**config.mk**
```make
export PLATFORM = sky130hd
export DESIGN_NAME = in_hand_shaking_fifo_flat
export DESIGN_NICKNAME = d
export VERILOG_FILES = /design/src/rtl/in_hand_shaking_fifo_if.sv /design/src/rtl/in_hand_shaking_fifo.sv /design/src/flat_wrapper.sv
export SDC_FILE = /design/constraint.sdc
export NUM_CORES = 1
export LEC_CHECK = 0
export CORE_ASPECT_RATIO = 1.2
export CORE_UTILIZATION = 27
export DETAILED_ROUTE_END_ITERATION = 16
export GPL_ROUTABILITY_DRIVEN = 0
export GPL_TIMING_DRIVEN = 0
export PLACE_DENSITY = 0.52
export SYNTH_ARGS = -nofsm -noshare
export SYNTH_HDL_FRONTEND = slang
export SYNTH_SLANG_ARGS = --single-unit
```
**constraint.sdc**
```tcl
create_clock -name clk -period 1.9 [get_ports clk]
set_input_delay 0.38 -clock clk [delete_from_list [all_inputs] [get_ports clk]]
set_output_delay 0.38 -clock clk [all_outputs]
set_load 0.03 [all_outputs]
```
**src/rtl/in_hand_shaking_fifo_if.sv**
```systemverilog
// Handshake bundle between the upstream link, the input FIFO and the downstream
// output-handshake stage.
interface in_hand_shaking_fifo_if #(
    parameter int unsigned DEPTH = 4
);
    logic                     si;
    logic [63:0]              in_packet;
    logic                     ri;
    logic                     read_en;
    logic                     empty;
    logic                     full;
    logic [63:0]              out_packet;
    logic [$clog2(DEPTH):0]   count;

    modport master (
        output si, in_packet, read_en,
        input  ri, empty, full, out_packet, count
    );

    modport slave (
        input  si, in_packet, read_en,
        output ri, empty, full, out_packet, count
    );
endinterface

```
**src/rtl/in_hand_shaking_fifo.sv**
```systemverilog
// Input-side router stage: si/ri valid-ready ingress into a small circular FIFO
// with a show-ahead head for the downstream output-handshake stage.
module in_hand_shaking_fifo #(
    parameter int unsigned DEPTH = 4
) (
    input logic                    clk,
    input logic                    reset,
    in_hand_shaking_fifo_if.slave  bus
);
    localparam int unsigned PTR_W = $clog2(DEPTH);
    localparam logic [PTR_W:0] FullCount = (PTR_W + 1)'(DEPTH);

    logic [63:0]      mem [DEPTH];
    logic [PTR_W-1:0] wr_ptr;
    logic [PTR_W-1:0] rd_ptr;
    logic [PTR_W:0]   count;
    logic             empty;
    logic             full;
    logic             push;
    logic             pop;

    // Flags depend only on registered count, so no comb path from si or read_en.
    assign empty = (count == '0);
    assign full  = (count == FullCount);
    assign push  = bus.si && !full;
    assign pop   = bus.read_en && !empty;

    assign bus.ri         = !full;
    assign bus.empty      = empty;
    assign bus.full       = full;
    assign bus.count      = count;
    assign bus.out_packet = mem[rd_ptr];

    always_ff @(posedge clk or negedge reset) begin
        if (!reset) begin
            for (int i = 0; i < DEPTH; i++) begin
                mem[i] <= '0;
            end
            wr_ptr <= '0;
            rd_ptr <= '0;
            count  <= '0;
        end else begin
            if (push) begin
                mem[wr_ptr] <= bus.in_packet;
                wr_ptr      <= wr_ptr + 1'b1;
            end
            if (pop) begin
                rd_ptr <= rd_ptr + 1'b1;
            end
            case ({push, pop})
                2'b10:   count <= count + 1'b1;
                2'b01:   count <= count - 1'b1;
                default: count <= count;
            endcase
        end
    end
endmodule

```
**src/flat_wrapper.sv**
```systemverilog
// flat-port wrapper written by rule: the top's interface ports become plain ports
module in_hand_shaking_fifo_flat 
#(
    parameter int unsigned DEPTH = 4
)
  (clk, reset, bus_si, bus_in_packet, bus_read_en, bus_ri, bus_empty, bus_full, bus_out_packet, bus_count);
  in_hand_shaking_fifo_if #(.DEPTH(DEPTH)) bus_i ();
  input logic clk;
  input logic reset;
  input wire logic [$bits(bus_i.si)-1:0] bus_si;
  input wire logic [$bits(bus_i.in_packet)-1:0] bus_in_packet;
  input wire logic [$bits(bus_i.read_en)-1:0] bus_read_en;
  output wire logic [$bits(bus_i.ri)-1:0] bus_ri;
  output wire logic [$bits(bus_i.empty)-1:0] bus_empty;
  output wire logic [$bits(bus_i.full)-1:0] bus_full;
  output wire logic [$bits(bus_i.out_packet)-1:0] bus_out_packet;
  output wire logic [$bits(bus_i.count)-1:0] bus_count;
  assign bus_i.si = bus_si;
  assign bus_i.in_packet = bus_in_packet;
  assign bus_i.read_en = bus_read_en;
  assign bus_ri = bus_i.ri;
  assign bus_empty = bus_i.empty;
  assign bus_full = bus_i.full;
  assign bus_out_packet = bus_i.out_packet;
  assign bus_count = bus_i.count;
  in_hand_shaking_fifo #(.DEPTH(DEPTH)) u_core (.clk(clk), .reset(reset), .bus(bus_i));
endmodule
```
==> results of run 1 <==
timing repair:
| item | in CTS | in global routing |
|---|---|---|
| setup endpoints to repair | 71 | 267 |
| hold endpoints to repair | 38 | 0 |
| buffers inserted | 4 | 19 |
| pin swaps | 0 | 6 |
| gates cloned | 1 | 1 |
| resized for setup | 501 | 4 |
| hold buffers | 1 | 0 |
cell usage in the layout, fill, tap and decap left out, types with 2 or more instances in the layout:
cell type        synthesis  routed
nand2_1                  5       5
clkinv_2                 0       7
dlygate4sd2_1            0       3
mux2_2                 199     199
buf_16                   0       2
xor2_1                   3       3
ha_1                     5       4
clkbuf_1                 2       9
dfrtp_1                263     259
clkbuf_16                0      32
clkbuf_8                 0       6
buf_6                   24      87
dfrtp_2                  0       4
buf_4                    4      24
mux2_1                  58      58
clkdlybuf4s50_1          0      66
inv_8                    0       2
inv_1                    4       2
inv_4                    0       2
nor2_8                   4       4
buf_12                   0      14
buf_2                    7       2
xnor2_1                  3       3
mux4_2                  64      64
worst min path at each step:
stage / from / end
final: reset / u_core.mem[210]
after global routing: reset / u_core.mem[210]
after CTS: reset / u_core.mem[210]
after floorplan: reset / u_core.bus.count[0]
after detailed placement: reset / u_core.mem[210]
after global placement: u_core.mem[117] / u_core.mem[117]
registers in the layout (all words and copies together), names as in the netlist:
name and cells:
u_core.rd_ptr 2, u_core.wr_ptr 2, u_core.mem 256, u_core.bus.count 3
critical path: cells and delay by family, from the launching register on:
family,cells,cell delay [ns]
flip-flops,1,0.40
buffers and inverters,3,0.48
multiplexers,1,0.54
layout make-up:
| type | instances | share of cell area [%] |
|---|---|---|
| buffer | 38 | 3.08 |
| clock inverter | 11 | 0.610 |
| tap | 546 | 4.50 |
| multi-input combinational | 348 | 30.6 |
| clock buffer | 46 | 5.88 |
| inverter | 6 | 0.231 |
| timing repair buffer | 164 | 11.7 |
| sequential | 263 | 43.4 |
through the flow:
| stage | area (sq um) | cells | util (%) | total power, mW | setup TNS, ns |
|---|---|---|---|---|---|
| after floorplan | 11600 | 655 | - | 19.9 | -0.272 |
| after global placement | 13700 | 1338 | 32.5 | 25.0 | -3184.76 |
| after detailed placement | 13700 | 1340 | 32.6 | 25.2 | -125.26 |
| after CTS | 14900 | 1403 | 35.5 | 32.1 | -32.41 |
| after global routing | 15200 | 1422 | 36.1 | 33.7 | -33.76 |
| final | 15200 | 1422 | 36.1 | 31.7 | -28.11 |
power by group through the flow:
| stage | combinational, mW | sequential (mW) | clock, mW |
|---|---|---|---|
| floorplan | 10.4 | 9.56 | 0 |
| global placement | 15.1 | 9.92 | 0 |
| detailed placement | 15.3 | 9.96 | 0 |
| CTS | 16.2 | 9.87 | 5.98 |
| global route | 17.2 | 10.3 | 6.19 |
| finish | 16.1 | 9.86 | 5.72 |
per-layer routing:
layer  wire length [um]  vias to the layer above
met2              13100                      108
met5                  9                        -
li1                   -                     2840
met4                566                        2
met1              12100                     3373
met3               1150                       36
cells by family after synthesis:
kind of cell	count (synthesis)	share of synthesized area, %
AO/OA/AOI/OAI	1	0.0757
XOR/XNOR	6	0.454
adder cells (fa/ha/maj)	6	0.713
buffers and inverters	44	3.23
flip-flops	263	56.9
multiplexers	322	37.5
AND/OR/NAND/NOR	13	1.13
==> results.sh, run 1 <==
export IMPL_grt_busiest_layer="met2"
export IMPL_grt_pass1_vias=7022
export IMPL_tightest_slew_ns=0.624
export IMPL_status="finished with violations"
export IMPL_core_area_sq_um=42100
export IMPL_synthDominantCellAreaShare_pct=56.9
export IMPL_syn_instance_count=655
export IMPL_path_cells="buf_12 > buf_12 > mux4_2 > buf_6"
export IMPL_grt_overflow=0
export IMPL_max_stage_delay_ns=0.54
export IMPL_worstPathRequired_ns=1.52
export IMPL_grt_pass1_wl_um=42800
export IMPL_io_pins=138
export IMPL_dp_hpwl_um=17100
export IMPL_min_period_ns=2.38
export IMPL_power_frac_clock_pct=18.0
export IMPL_place_ws_ns=-0.898
export IMPL_cpMaxStageDelayCell="mux4_2"
export IMPL_fmax_mhz=419
export IMPL_synth_avg_cell_area_sq_um=17.7
export IMPL_slew_headroom_pct=58.4
export IMPL_crit_path_frequent_cell="buf_12"
export IMPL_violations="setup timing"
export IMPL_post_synth_top_count_cell="dfrtp_1"
export IMPL_synth_top_cell_by_area="dfrtp_1"
export IMPL_use_met2_pct=20.8
export IMPL_crit_start="u_core.rd_ptr[0]"
export IMPL_remaining_drc_errors=0
export IMPL_wl_um=26900
export IMPL_use_met3_pct=2.35
export IMPL_synth_edf_count=0
export IMPL_seq_power_share_pct=31.1
export IMPL_reg2regPathDepth=10
export IMPL_die_area_sq_um=43700
export IMPL_drv_cap=0
export IMPL_hp_class="in -> async"
export IMPL_yosysSeqAreaShare_pct=56.9
export IMPL_antennaDiodeCount=0
export IMPL_clk_path_buf_depth=3
export IMPL_register_area_sq_um=6590
export IMPL_first_pass_iters=4
export IMPL_rows=82
export IMPL_yosys_warnings=0
export IMPL_die_w_um=191
export IMPL_drv_slew=0
export IMPL_wl_per_cell_um=18.9
export IMPL_nNetsFinal=926
export IMPL_start_util_pct=27.5
export IMPL_grt_antenna_before_repair=1
export IMPL_ff2ff_setup_slack_ns=0.09
export IMPL_timing_final_ws_setup_ns=-0.485
export IMPL_cp_max_fo=10
export IMPL_r2r_end="u_core.bus.count[2]"
export IMPL_routed_via_density=4.47
export IMPL_crit_path_end_kind="output pin"
export IMPL_met1_usage_pct=17.3
export IMPL_multi_input_area_sq_um=4640
export IMPL_first_iter_violations=133
export IMPL_htreeDepth=1
export IMPL_numCtsBuffers=31
export IMPL_rsz0062_at_grt="true"
export IMPL_cts_tree="yes"
export IMPL_crit_end="bus_out_packet[5]"
export IMPL_fin_worst_skew_ns=0.00862
export IMPL_die_y_um=229
export IMPL_setup_viol=64
export IMPL_netlist_area_sq_um=11600
export IMPL_synth_seq_cells=263
export IMPL_crit_arrival_ns=2.00
export IMPL_powerDensity_nw_per_um2=2090
export IMPL_via_count=6359
export IMPL_area_growth_pct=31.1
export IMPL_grt_usage_pct=12.8
export IMPL_net_switching_power_mw=11.2
export IMPL_synth_top_cells_by_area="dfrtp_1 57%, mux2_2 19%, mux4_2 12%"
export IMPL_syn_nets=729
export IMPL_clock_latency_ns=0.56
export IMPL_holdWs_ns=0.292
export IMPL_power_share_combinational_pct=50.9
export IMPL_cts_clk_slew_worst_paths_ns=0.06
export IMPL_synth_ff_type="dfrtp_1"
export IMPL_ir_drop_mv=1.06
export IMPL_start_kind="flop"
export IMPL_hold_violations=0
export IMPL_fill_cells=4074
export IMPL_swShare_pct=35.2
export IMPL_post_route_period_util_pct=126
export IMPL_drive_gt1_share_pct=52.4
export IMPL_async_flop_share_pct=100
export IMPL_grt_max_degree=115
export IMPL_ant_nets=0
export IMPL_synth_cell_type_count=24
export IMPL_cts_root_buffer="clkbuf_16"
export IMPL_intPower_mw=20.5
export IMPL_synth_commonest_cells="263 x dfrtp_1, 199 x mux2_2, 64 x mux4_2"
export IMPL_criticalPathCategory="reg -> out"
export IMPL_io_buffer_count=137
export IMPL_power_leakage_nw=6.26
export IMPL_cts_sinks=263
export IMPL_r2r_start="u_core.bus.count[0]"
Power figures use the tool's default switching activity.
==> run 2, diff against run 1 <==
- PLACE_DENSITY: 0.52 -> 0.5
==> run 2 against run 1 <==
Effect of this change: the flow still finishes with violations (setup timing); largest power group unchanged; utilization rose by 0.14 points; clock-buffer cell count shrank 1; die area stayed put; critical path type unchanged; via count rose by 0.24%; clock skew up 0.0055 ns.
==> results.sh, run 2 (same netlist as run 1, synthesis figures left out) <==
export IMPL_place_inst=1340
export IMPL_via_count=6374
export IMPL_grt_antenna_before_repair=1
export IMPL_hold_violations=0
export IMPL_ant_nets=0
export IMPL_setup_viol=64
export IMPL_post_route_period_util_pct=127
export IMPL_rows=82
export IMPL_wl_um=27100
export IMPL_antennaDiodeCount=0
export IMPL_drv_slew=0
export IMPL_crit_arrival_ns=2.04
export IMPL_routed_via_density=4.50
export IMPL_grt_pass1_vias=7115
export IMPL_nNetsFinal=924
export IMPL_rsz0062_at_grt="true"
export IMPL_remaining_drc_errors=0
export IMPL_min_period_ns=2.42
export IMPL_final_common_cell="dfrtp_1"
export IMPL_criticalPathCategory="reg -> out"
export IMPL_timing_final_ws_setup_ns=-0.520
export IMPL_io_buffer_count=137
export IMPL_grt_overflow=0
export IMPL_slew_headroom_pct=58.2
export IMPL_die_y_um=229
export IMPL_die_area_sq_um=43700
export IMPL_power_leakage_nw=6.26
export IMPL_worstPathRequired_ns=1.52
export IMPL_clk_path_buf_depth=3
export IMPL_most_common_layout_cells="259 x dfrtp_1, 199 x mux2_2, 82 x buf_6"
export IMPL_drive_gt1_share_pct=52.1
export IMPL_place_ws_ns=-0.899
export IMPL_fin_worst_skew_ns=0.0141
export IMPL_grt_pass1_wl_um=42500
export IMPL_grt_max_degree=110
export IMPL_violations="setup timing"
export IMPL_dp_hpwl_um=17100
export IMPL_largest_reg_flops=256
export IMPL_wl_per_cell_um=19.1
export IMPL_ir_drop_mv=0.929
export IMPL_first_pass_iters=4
export IMPL_start_kind="flop"
export IMPL_hp_class="in -> async"
export IMPL_powerDensity_nw_per_um2=2100
export IMPL_status="finished with violations"
export IMPL_drv_cap=0
export IMPL_cts_sinks=263
export IMPL_start_util_pct=27.5
export IMPL_htreeDepth=1
export IMPL_cts_tree="yes"
export IMPL_io_pins=138
export IMPL_clock_latency_ns=0.56
export IMPL_cts_root_buffer="clkbuf_16"
export IMPL_reg_top3="u_core.mem x256, u_core.bus.count x3"
export IMPL_top_register="u_core.mem"
export IMPL_core_area_sq_um=42100
export IMPL_die_w_um=191
export IMPL_numCtsBuffers=30
export IMPL_area_growth_pct=31.6
export IMPL_cts_clk_slew_worst_paths_ns=0.06
export IMPL_grt_usage_pct=12.7
export IMPL_first_iter_violations=180
export IMPL_tightest_slew_ns=0.627
export IMPL_crit_path_end_kind="output pin"
export IMPL_fin_cells=1417
export IMPL_cp_max_fo=4
export IMPL_fmax_mhz=413
-- run 2: stage by stage --
step                power [mW]  area (sq um)  utilization [%]  hold WS [ns]  setup TNS [ns]
detailed placement        25.2         13700             32.6         0.384         -124.53
finish                    32.0         15200             36.2         0.376          -30.67
global route              34.0         15200             36.2         0.395          -36.43
floorplan                 19.9         11600                -        0.0844          -0.272
global placement          25.1         13700             32.5         0.463        -3198.90
CTS                       32.4         15100             35.8         0.362          -34.27
-- run 2: final timing paths --
check                               startpoint                  end  slack, ns  depth (start not counted)
max                           u_core.rd_ptr[0]   bus_out_packet[49]      -0.52                          5
min                                      reset      u_core.mem[201]       0.38                          2
max reg2reg                u_core.bus.count[0]  u_core.bus.count[2]       0.09                         10
min reg2reg                    u_core.mem[105]      u_core.mem[105]       0.48                          1
max in group asynchronous                reset      u_core.mem[228]       0.55                          3
min in group clk               u_core.mem[105]      u_core.mem[105]       0.48                          1
-- run 2: layer usage --
| metal | part of all wire, % | global-route usage [%] | vias to the layer above |
|---|---|---|---|
| met5 | 0.041 | 0 | - |
| met2 | 48 | 20.6 | 114 |
| met4 | 2.0 | 3.65 | 2 |
| li1 | - | - | 2829 |
| met1 | 46 | 17.2 | 3390 |
| met3 | 4.2 | 2.29 | 39 |
-- run 2: final cells by class --
type / count / area (sq um)
buffer: 38 / 470
tap: 546 / 683
timing repair buffer: 163 / 1800
inverter: 6 / 32.5
sequential: 263 / 6590
multi-input combinational: 348 / 4640
clock buffer: 45 / 878
clock inverter: 8 / 140
fill: 4093 / 26800
-- run 2: worst max-delay path, cell delays in order (launching register included) --
cell	delay, ns
dfrtp_2	0.42
buf_4	0.15
buf_16	0.12
buf_4	0.12
mux4_2	0.48
buf_4	0.18
-- run 2: what timing repair did --
action                     in CTS  in global routing
cloned                          1                  1
setup endpoints to repair      71                147
pin swaps                       0                  7
hold buffers                    1                  0
resized for setup             465                  2
buffers inserted               10                 11
hold endpoints to repair       62                  0
-- run 2: report_power, final --
group / switching, mW / leakage (nW) / internal (mW)
sequential: 1.35 / 3.11 / 8.52
clock: 2.27 / 0.501 / 3.70
combinational: 7.52 / 2.65 / 8.68
total: 11.1 / 6.26 / 20.9
